File: src/rtl/tlight_package.sv
// Shared aspect encoding used by the traffic-light controller and its downstream monitor.
package tlight_package;

    typedef enum logic [1:0] {
        RED    = 2'd0,
        YELLOW = 2'd1,
        GREEN  = 2'd2
    } tlight_control_t;

endpackage

File: src/rtl/tlight_lamp_monitor_if.sv
// Aspect inputs, fault-clear request and lamp/fault outputs of tlight_lamp_monitor.
interface tlight_lamp_monitor_if;
    import tlight_package::*;

    tlight_control_t ns;
    tlight_control_t we;
    logic            fault_clear;
    logic [2:0]      ns_lamp;
    logic [2:0]      we_lamp;
    logic            fault;
    logic [1:0]      fault_code;

    modport master (
        output ns, we, fault_clear,
        input  ns_lamp, we_lamp, fault, fault_code
    );

    modport slave (
        input  ns, we, fault_clear,
        output ns_lamp, we_lamp, fault, fault_code
    );

endinterface

File: src/rtl/tlight_lamp_monitor.sv
// Safety monitor / lamp driver behind the traffic-light controller; latches faults and flashes yellow.
// Optional short-green check built when TLIGHT_LAMP_MONITOR_DWELL_CHECK_EN is defined.
module tlight_lamp_monitor
    import tlight_package::*;
#(
    parameter int MIN_GREEN  = 10,
    parameter int BLINK_HALF = 1
) (
    input logic           clock,
    input logic           reset,
    tlight_lamp_monitor_if.slave bus
);

    typedef enum logic {RUN = 1'b0, FAULT = 1'b1} state_t;

    localparam logic [3:0] BLINK_LAST = 4'(BLINK_HALF - 1);

    if (MIN_GREEN < 1 || MIN_GREEN > 31) begin : g_bad_min_green
        $error("MIN_GREEN out of range 1..31");
    end
    if (BLINK_HALF < 1 || BLINK_HALF > 15) begin : g_bad_blink_half
        $error("BLINK_HALF out of range 1..15");
    end

    function automatic logic [2:0] decode(input tlight_control_t c);
        case (c)
            RED:     decode = 3'b100;
            YELLOW:  decode = 3'b010;
            GREEN:   decode = 3'b001;
            default: decode = 3'b000;
        endcase
    endfunction

    function automatic logic is_valid(input tlight_control_t c);
        is_valid = (c == RED) || (c == YELLOW) || (c == GREEN);
    endfunction

    function automatic logic is_legal(input tlight_control_t p, input tlight_control_t c);
        is_legal = (p == c) ||
                   (p == RED    && c == YELLOW) ||
                   (p == YELLOW && c == GREEN)  ||
                   (p == GREEN  && c == YELLOW) ||
                   (p == YELLOW && c == RED);
    endfunction

    state_t          state, state_next;
    tlight_control_t prev_ns, prev_we, prev_ns_next, prev_we_next;
    logic [3:0]      blink_cnt, blink_cnt_next;
    logic            blink_phase, blink_phase_next;
    logic [2:0]      ns_lamp_next, we_lamp_next;
    logic            fault_next;
    logic [1:0]      fault_code_next;

    logic       conflict, bad_seq, short_green, exit_ok;
    logic [1:0] code;

    assign conflict = (bus.ns != RED) && (bus.we != RED);
    assign bad_seq  = !is_valid(bus.ns) || !is_valid(bus.we) ||
                      !is_legal(prev_ns, bus.ns) || !is_legal(prev_we, bus.we);
    assign exit_ok  = bus.fault_clear && (bus.ns == RED) && (bus.we == RED);

`ifdef TLIGHT_LAMP_MONITOR_DWELL_CHECK_EN
    localparam logic [4:0] MIN_G = 5'(MIN_GREEN);

    logic [4:0] green_cnt_ns, green_cnt_we;

    function automatic logic [4:0] green_step(input tlight_control_t c, input logic [4:0] cnt);
        if (c != GREEN)
            green_step = 5'd0;
        else if (cnt == 5'd31)
            green_step = cnt;
        else
            green_step = cnt + 5'd1;
    endfunction

    assign short_green = (prev_ns == GREEN && bus.ns != GREEN && green_cnt_ns < MIN_G) ||
                         (prev_we == GREEN && bus.we != GREEN && green_cnt_we < MIN_G);

    // Counters only advance on clean RUN cycles; leaving FAULT restarts them.
    always_ff @(posedge clock or posedge reset) begin
        if (reset) begin
            green_cnt_ns <= 5'd0;
            green_cnt_we <= 5'd0;
        end else if (state == RUN && code == 2'd0) begin
            green_cnt_ns <= green_step(bus.ns, green_cnt_ns);
            green_cnt_we <= green_step(bus.we, green_cnt_we);
        end else if (state == FAULT && exit_ok) begin
            green_cnt_ns <= 5'd0;
            green_cnt_we <= 5'd0;
        end
    end
`else
    assign short_green = 1'b0;
`endif

    always_comb begin
        code = 2'd0;
        if (conflict)
            code = 2'd1;
        else if (bad_seq)
            code = 2'd2;
        else if (short_green)
            code = 2'd3;
    end

    always_ff @(posedge clock or posedge reset) begin
        if (reset)
            state <= RUN;
        else
            state <= state_next;
    end

    always_comb begin
        state_next = state;
        case (state)
            RUN:     if (code != 2'd0) state_next = FAULT;
            FAULT:   if (exit_ok)      state_next = RUN;
            default: state_next = RUN;
        endcase
    end

    always_comb begin
        ns_lamp_next     = bus.ns_lamp;
        we_lamp_next     = bus.we_lamp;
        fault_next       = bus.fault;
        fault_code_next  = bus.fault_code;
        prev_ns_next     = prev_ns;
        prev_we_next     = prev_we;
        blink_cnt_next   = blink_cnt;
        blink_phase_next = blink_phase;
        case (state)
            RUN: begin
                if (code != 2'd0) begin
                    ns_lamp_next     = 3'b000;
                    we_lamp_next     = 3'b000;
                    fault_next       = 1'b1;
                    fault_code_next  = code;
                    blink_cnt_next   = 4'd0;
                    blink_phase_next = 1'b0;
                end else begin
                    ns_lamp_next = decode(bus.ns);
                    we_lamp_next = decode(bus.we);
                    prev_ns_next = bus.ns;
                    prev_we_next = bus.we;
                end
            end
            FAULT: begin
                if (exit_ok) begin
                    ns_lamp_next    = 3'b100;
                    we_lamp_next    = 3'b100;
                    fault_next      = 1'b0;
                    fault_code_next = 2'd0;
                    prev_ns_next    = RED;
                    prev_we_next    = RED;
                end else begin
                    // Lamps follow the phase being written, so the first flash lands BLINK_HALF edges in.
                    if (blink_cnt == BLINK_LAST) begin
                        blink_cnt_next   = 4'd0;
                        blink_phase_next = !blink_phase;
                    end else begin
                        blink_cnt_next = blink_cnt + 4'd1;
                    end
                    ns_lamp_next = blink_phase_next ? 3'b010 : 3'b000;
                    we_lamp_next = blink_phase_next ? 3'b010 : 3'b000;
                end
            end
            default: ;
        endcase
    end

    always_ff @(posedge clock or posedge reset) begin
        if (reset) begin
            bus.ns_lamp    <= 3'b100;
            bus.we_lamp    <= 3'b100;
            bus.fault      <= 1'b0;
            bus.fault_code <= 2'd0;
            prev_ns        <= RED;
            prev_we        <= RED;
            blink_cnt      <= 4'd0;
            blink_phase    <= 1'b0;
        end else begin
            bus.ns_lamp    <= ns_lamp_next;
            bus.we_lamp    <= we_lamp_next;
            bus.fault      <= fault_next;
            bus.fault_code <= fault_code_next;
            prev_ns        <= prev_ns_next;
            prev_we        <= prev_we_next;
            blink_cnt      <= blink_cnt_next;
            blink_phase    <= blink_phase_next;
        end
    end

endmodule

File: src/flat_wrapper.sv
// flat-port wrapper written by rule: the top's interface ports become plain ports
module tlight_lamp_monitor_flat import tlight_package::*;
#(
    parameter int MIN_GREEN  = 10,
    parameter int BLINK_HALF = 1
)
  (clock, reset, bus_ns, bus_we, bus_fault_clear, bus_ns_lamp, bus_we_lamp, bus_fault, bus_fault_code);
  tlight_lamp_monitor_if bus_i ();
  input logic clock;
  input logic reset;
  input wire logic [$bits(bus_i.ns)-1:0] bus_ns;
  input wire logic [$bits(bus_i.we)-1:0] bus_we;
  input wire logic [$bits(bus_i.fault_clear)-1:0] bus_fault_clear;
  output wire logic [$bits(bus_i.ns_lamp)-1:0] bus_ns_lamp;
  output wire logic [$bits(bus_i.we_lamp)-1:0] bus_we_lamp;
  output wire logic [$bits(bus_i.fault)-1:0] bus_fault;
  output wire logic [$bits(bus_i.fault_code)-1:0] bus_fault_code;
  assign bus_i.ns = bus_ns;
  assign bus_i.we = bus_we;
  assign bus_i.fault_clear = bus_fault_clear;
  assign bus_ns_lamp = bus_i.ns_lamp;
  assign bus_we_lamp = bus_i.we_lamp;
  assign bus_fault = bus_i.fault;
  assign bus_fault_code = bus_i.fault_code;
  tlight_lamp_monitor #(.MIN_GREEN(MIN_GREEN), .BLINK_HALF(BLINK_HALF)) u_core (.clock(clock), .reset(reset), .bus(bus_i));
endmodule
File: config.mk
export PLATFORM = sky130hd
export DESIGN_NAME = tlight_lamp_monitor_flat
export DESIGN_NICKNAME = d
export VERILOG_FILES = /design/src/rtl/tlight_package.sv /design/src/rtl/tlight_lamp_monitor_if.sv /design/src/rtl/tlight_lamp_monitor.sv /design/src/flat_wrapper.sv
export SDC_FILE = /design/constraint.sdc
export NUM_CORES = 1
export LEC_CHECK = 0
export ABC_AREA = 1
export BUFFER_PORTS_ARGS = -buffer_cell sky130_fd_sc_hd__buf_2
export CAP_MARGIN = 30
export CELL_PAD_IN_SITES_DETAIL_PLACEMENT = 2
export CELL_PAD_IN_SITES_GLOBAL_PLACEMENT = 2
export CORE_ASPECT_RATIO = 0.8
export CORE_MARGIN = 4
export CORE_UTILIZATION = 34
export CTS_CLUSTER_DIAMETER = 120
export DETAILED_ROUTE_END_ITERATION = 16
export PLACE_DENSITY = 0.9
export SLEW_MARGIN = 10
export SYNTH_ARGS = -nofsm -noshare
export SYNTH_HDL_FRONTEND = slang
export SYNTH_SLANG_ARGS = --single-unit
File: constraint.sdc
create_clock -name clock -period 3.4 [get_ports clock]
set_input_delay 0.68 -clock clock [delete_from_list [all_inputs] [get_ports clock]]
set_output_delay 0.68 -clock clock [all_outputs]
set_load 0.01 [all_outputs]
==> flow_summary.json <==
{
  "arrival_ns": 0.96,
  "post-route-period-util": 0.4814,
  "postCtsSetupBuffers": 0,
  "max_freq_mhz": 611.0,
  "area_growth_pct": 15.85,
  "top_level_ports": 16,
  "portBuffers": 15,
  "clock_sinks": 19,
  "r2r-start": "u_core.blink_cnt[0]",
  "clk_latency_ns": 0.30,
  "endpoint_kind": "output port",
  "ctsHoldBuffers": 0,
  "drv_cap": 0,
  "first_iter_violations": 25,
  "p_per_area_nw_per_um2": 442.1,
  "ys_seq_elements": 19,
  "initial_core_util": 0.3594,
  "grt_max_degree": 20,
  "p_leak_nw": 0.5791,
  "finalHoldViolations": 0,
  "synth-edff-count": 0,
  "clock_path_buffers": 2,
  "ys_async_sr_fraction": 1.000,
  "worst_r2r_path_depth": 6,
  "post_dp_cell_area_sq_um": 1007,
  "syn_area_sq_um": 892.1,
  "syn_nets": 112,
  "die_h_microns": 53.82,
  "worstPathRequired_ns": 2.72,
  "clk_pin_slew_ns": 0.11,
  "ant_nets": 0,
  "post_route_cells_drive_above_1_share": 0.2066,
  "post_cts_resized": 0,
  "die-width_microns": 65.27,
  "min_path_type": "primary input to asynchronous set/reset pin",
  "vias": 751,
  "core-area_sq_um": 2482,
  "ys_top_cells_by_area": "dfrtp_1 48%, nand2_1 13%, nand3_1 9.5%, dfstp_2 5.9%, inv_1 4.6%",
  "htree_levels": 1,
  "rsz0062_at_grt": "no",
  "num_rows": 16,
  "final.setup.tns_ns": 0,
  "timing.final.crit_period_ns": 1.637,
  "critPathSlowestCell": "dfstp_2",
  "startpoint": "u_core.bus.ns_lamp[2]",
  "cp_top_family": "flip-flops",
  "cp.depth": 1,
  "syn_inst": 103,
  "r2r_setup_slack_ns": 1.86,
  "viasPerCell": 4.783,
  "finalMaxSlewViolations": 0,
  "cpPeakStageDelay_ns": 0.53,
  "critPathLaunchType": "register",
  "routabilityCongestion": 0.7520,
  "worstPathCellList": "buf_2",
  "yosys_warnings": 0,
  "cts_tree": "yes",
  "routed_wl_mm": 2.366,
  "grt_pass1_vias": 825,
  "max_slew_margin": 0.4915,
  "yosys.area.top_type": "dfrtp_1",
  "ir_drop_uv": 224.3,
  "outcome": "completed",
  "fin_worst_skew_ns": 0.004853,
  "syn_avg_cell_area_sq_um": 8.661,
  "drc": 0,
  "grt_pass1_wl_mm": 4.071,
  "r2r-end": "u_core.bus.we_lamp[1]",
  "diodes": 0,
  "cp_num_buf_inv": 1,
  "cts_buffers": 3,
  "synth_commonest_cells": "32 x nand2_1, 17 x dfrtp_1, 17 x nand3_1, 11 x inv_1, 6 x nor2_1",
  "yosys.cell_types.count": 19,
  "grt-ovfl-total": 0,
  "die_area_sq_um": 3513,
  "track_usage": 0.1604,
  "nets": 131,
  "crit_end": "bus_ns_lamp[2]",
  "finalInstanceArea_sq_um": 1033,
  "dp_hpwl_mm": 1.848,
  "dr.pass1.iters": 4,
  "synth-main-ff-cell": "dfrtp_1",
  "wl_per_cell_microns": 15.07,
  "antenna_found_initial": 0,
  "yosysMostFrequentCell": "nand2_1",
  "crit_type": "register to output port",
  "root_buffer": "clkbuf_4",
  "ys_seq_area_frac": 0.5358,
  "setup_violations": 0,
  "synth.top_cell.area_share": 0.4769,
  "worst_pin_slew_ns": 0.7620,
  "cp_max_fo": 1
}
-- how the worst min path moves through the flow --
stage / start / to / slack [ns] / depth (start not counted)
final: reset / u_core.bus.fault_code[0] / 0.49 / 2
after global routing: u_core.bus.fault / u_core.bus.fault / 0.53 / 2
after CTS: u_core.bus.fault / u_core.bus.fault / 0.50 / 2
after detailed placement: u_core.bus.fault / u_core.bus.fault / 0.47 / 2
after global placement: u_core.bus.fault / u_core.bus.fault / 0.46 / 2
after floorplan: u_core.blink_phase / u_core.blink_phase / 0.46 / 2
-- logic make-up (layout without fill, tap and decap cells) --
| group | count (synthesis) | count (layout) | synth area share |
|---|---|---|---|
| and+or+nand+nor | 63 | 63 | 0.3338 |
| DFF | 19 | 19 | 0.5358 |
| buffers and inverters | 12 | 30 | 0.05189 |
| AOI/OAI and AO/OA | 5 | 5 | 0.03085 |
| adders and majority gates | 2 | 2 | 0.02805 |
| xor gates and xnor gates | 2 | 2 | 0.01964 |
-- per-layer routing --
layer | part of all wire | GRT usage
met1 | 0.44 | 0.1887
met5 | 0 | 0
met2 | 0.49 | 0.2857
met3 | 0.062 | 0.04593
met4 | 0.011 | 0.05172
-- sequential cells by signal, summed over array words and instances, names as in the netlist --
name,count
u_core.blink_cnt,4
u_core.blink_phase,1
u_core.bus.fault,1
u_core.bus.fault_code,2
u_core.bus.ns_lamp,3
u_core.bus.we_lamp,3
u_core.prev_ns,2
u_core.prev_we,2
u_core.state,1
-- layout by cell type, fill, tap and decap left out, types with 3 or more instances in the layout --
master / n
inv_1: 11
nand2_1: 32
nand3_1: 17
clkbuf_4: 3
dfrtp_1: 17
nor2_1: 6
buf_2: 15
o21ai_0: 3
-- area by class of cell --
class                   count  area [sq um]
inverters                  11         41.29
repair buffers             15         75.07
multi-input cells          72         367.9
clock buffers               4         26.28
well taps                  36         45.04
fillers                   299          1449
flip-flops and latches     19         478.0
-- report_power, final --
part	internal [mW]	total [mW]	leakage, nW	switching [mW]
Sequential	0.250	0.262	0.242	0.0118
Combinational	0.0283	0.0769	0.323	0.0486
Clock	0.0458	0.118	0.0150	0.0723
Total	0.324	0.457	0.579	0.133
-- through the flow --
stage	utilization	worst slack [ns]	cells	hold WS, ns	total power, mW
2_1_floorplan	-	1.856	103	0.4564	0.3111
3_3_place_gp	0.4057	1.601	153	0.4619	0.3403
3_5_place_dp	0.4057	1.488	153	0.4661	0.3446
4_1_cts	0.4163	1.740	157	0.4958	0.4688
5_1_grt	0.4163	1.645	157	0.5260	0.4901
6_report	0.4163	1.763	157	0.4902	0.4569
Note: power is estimated with default switching activity, not from simulation.
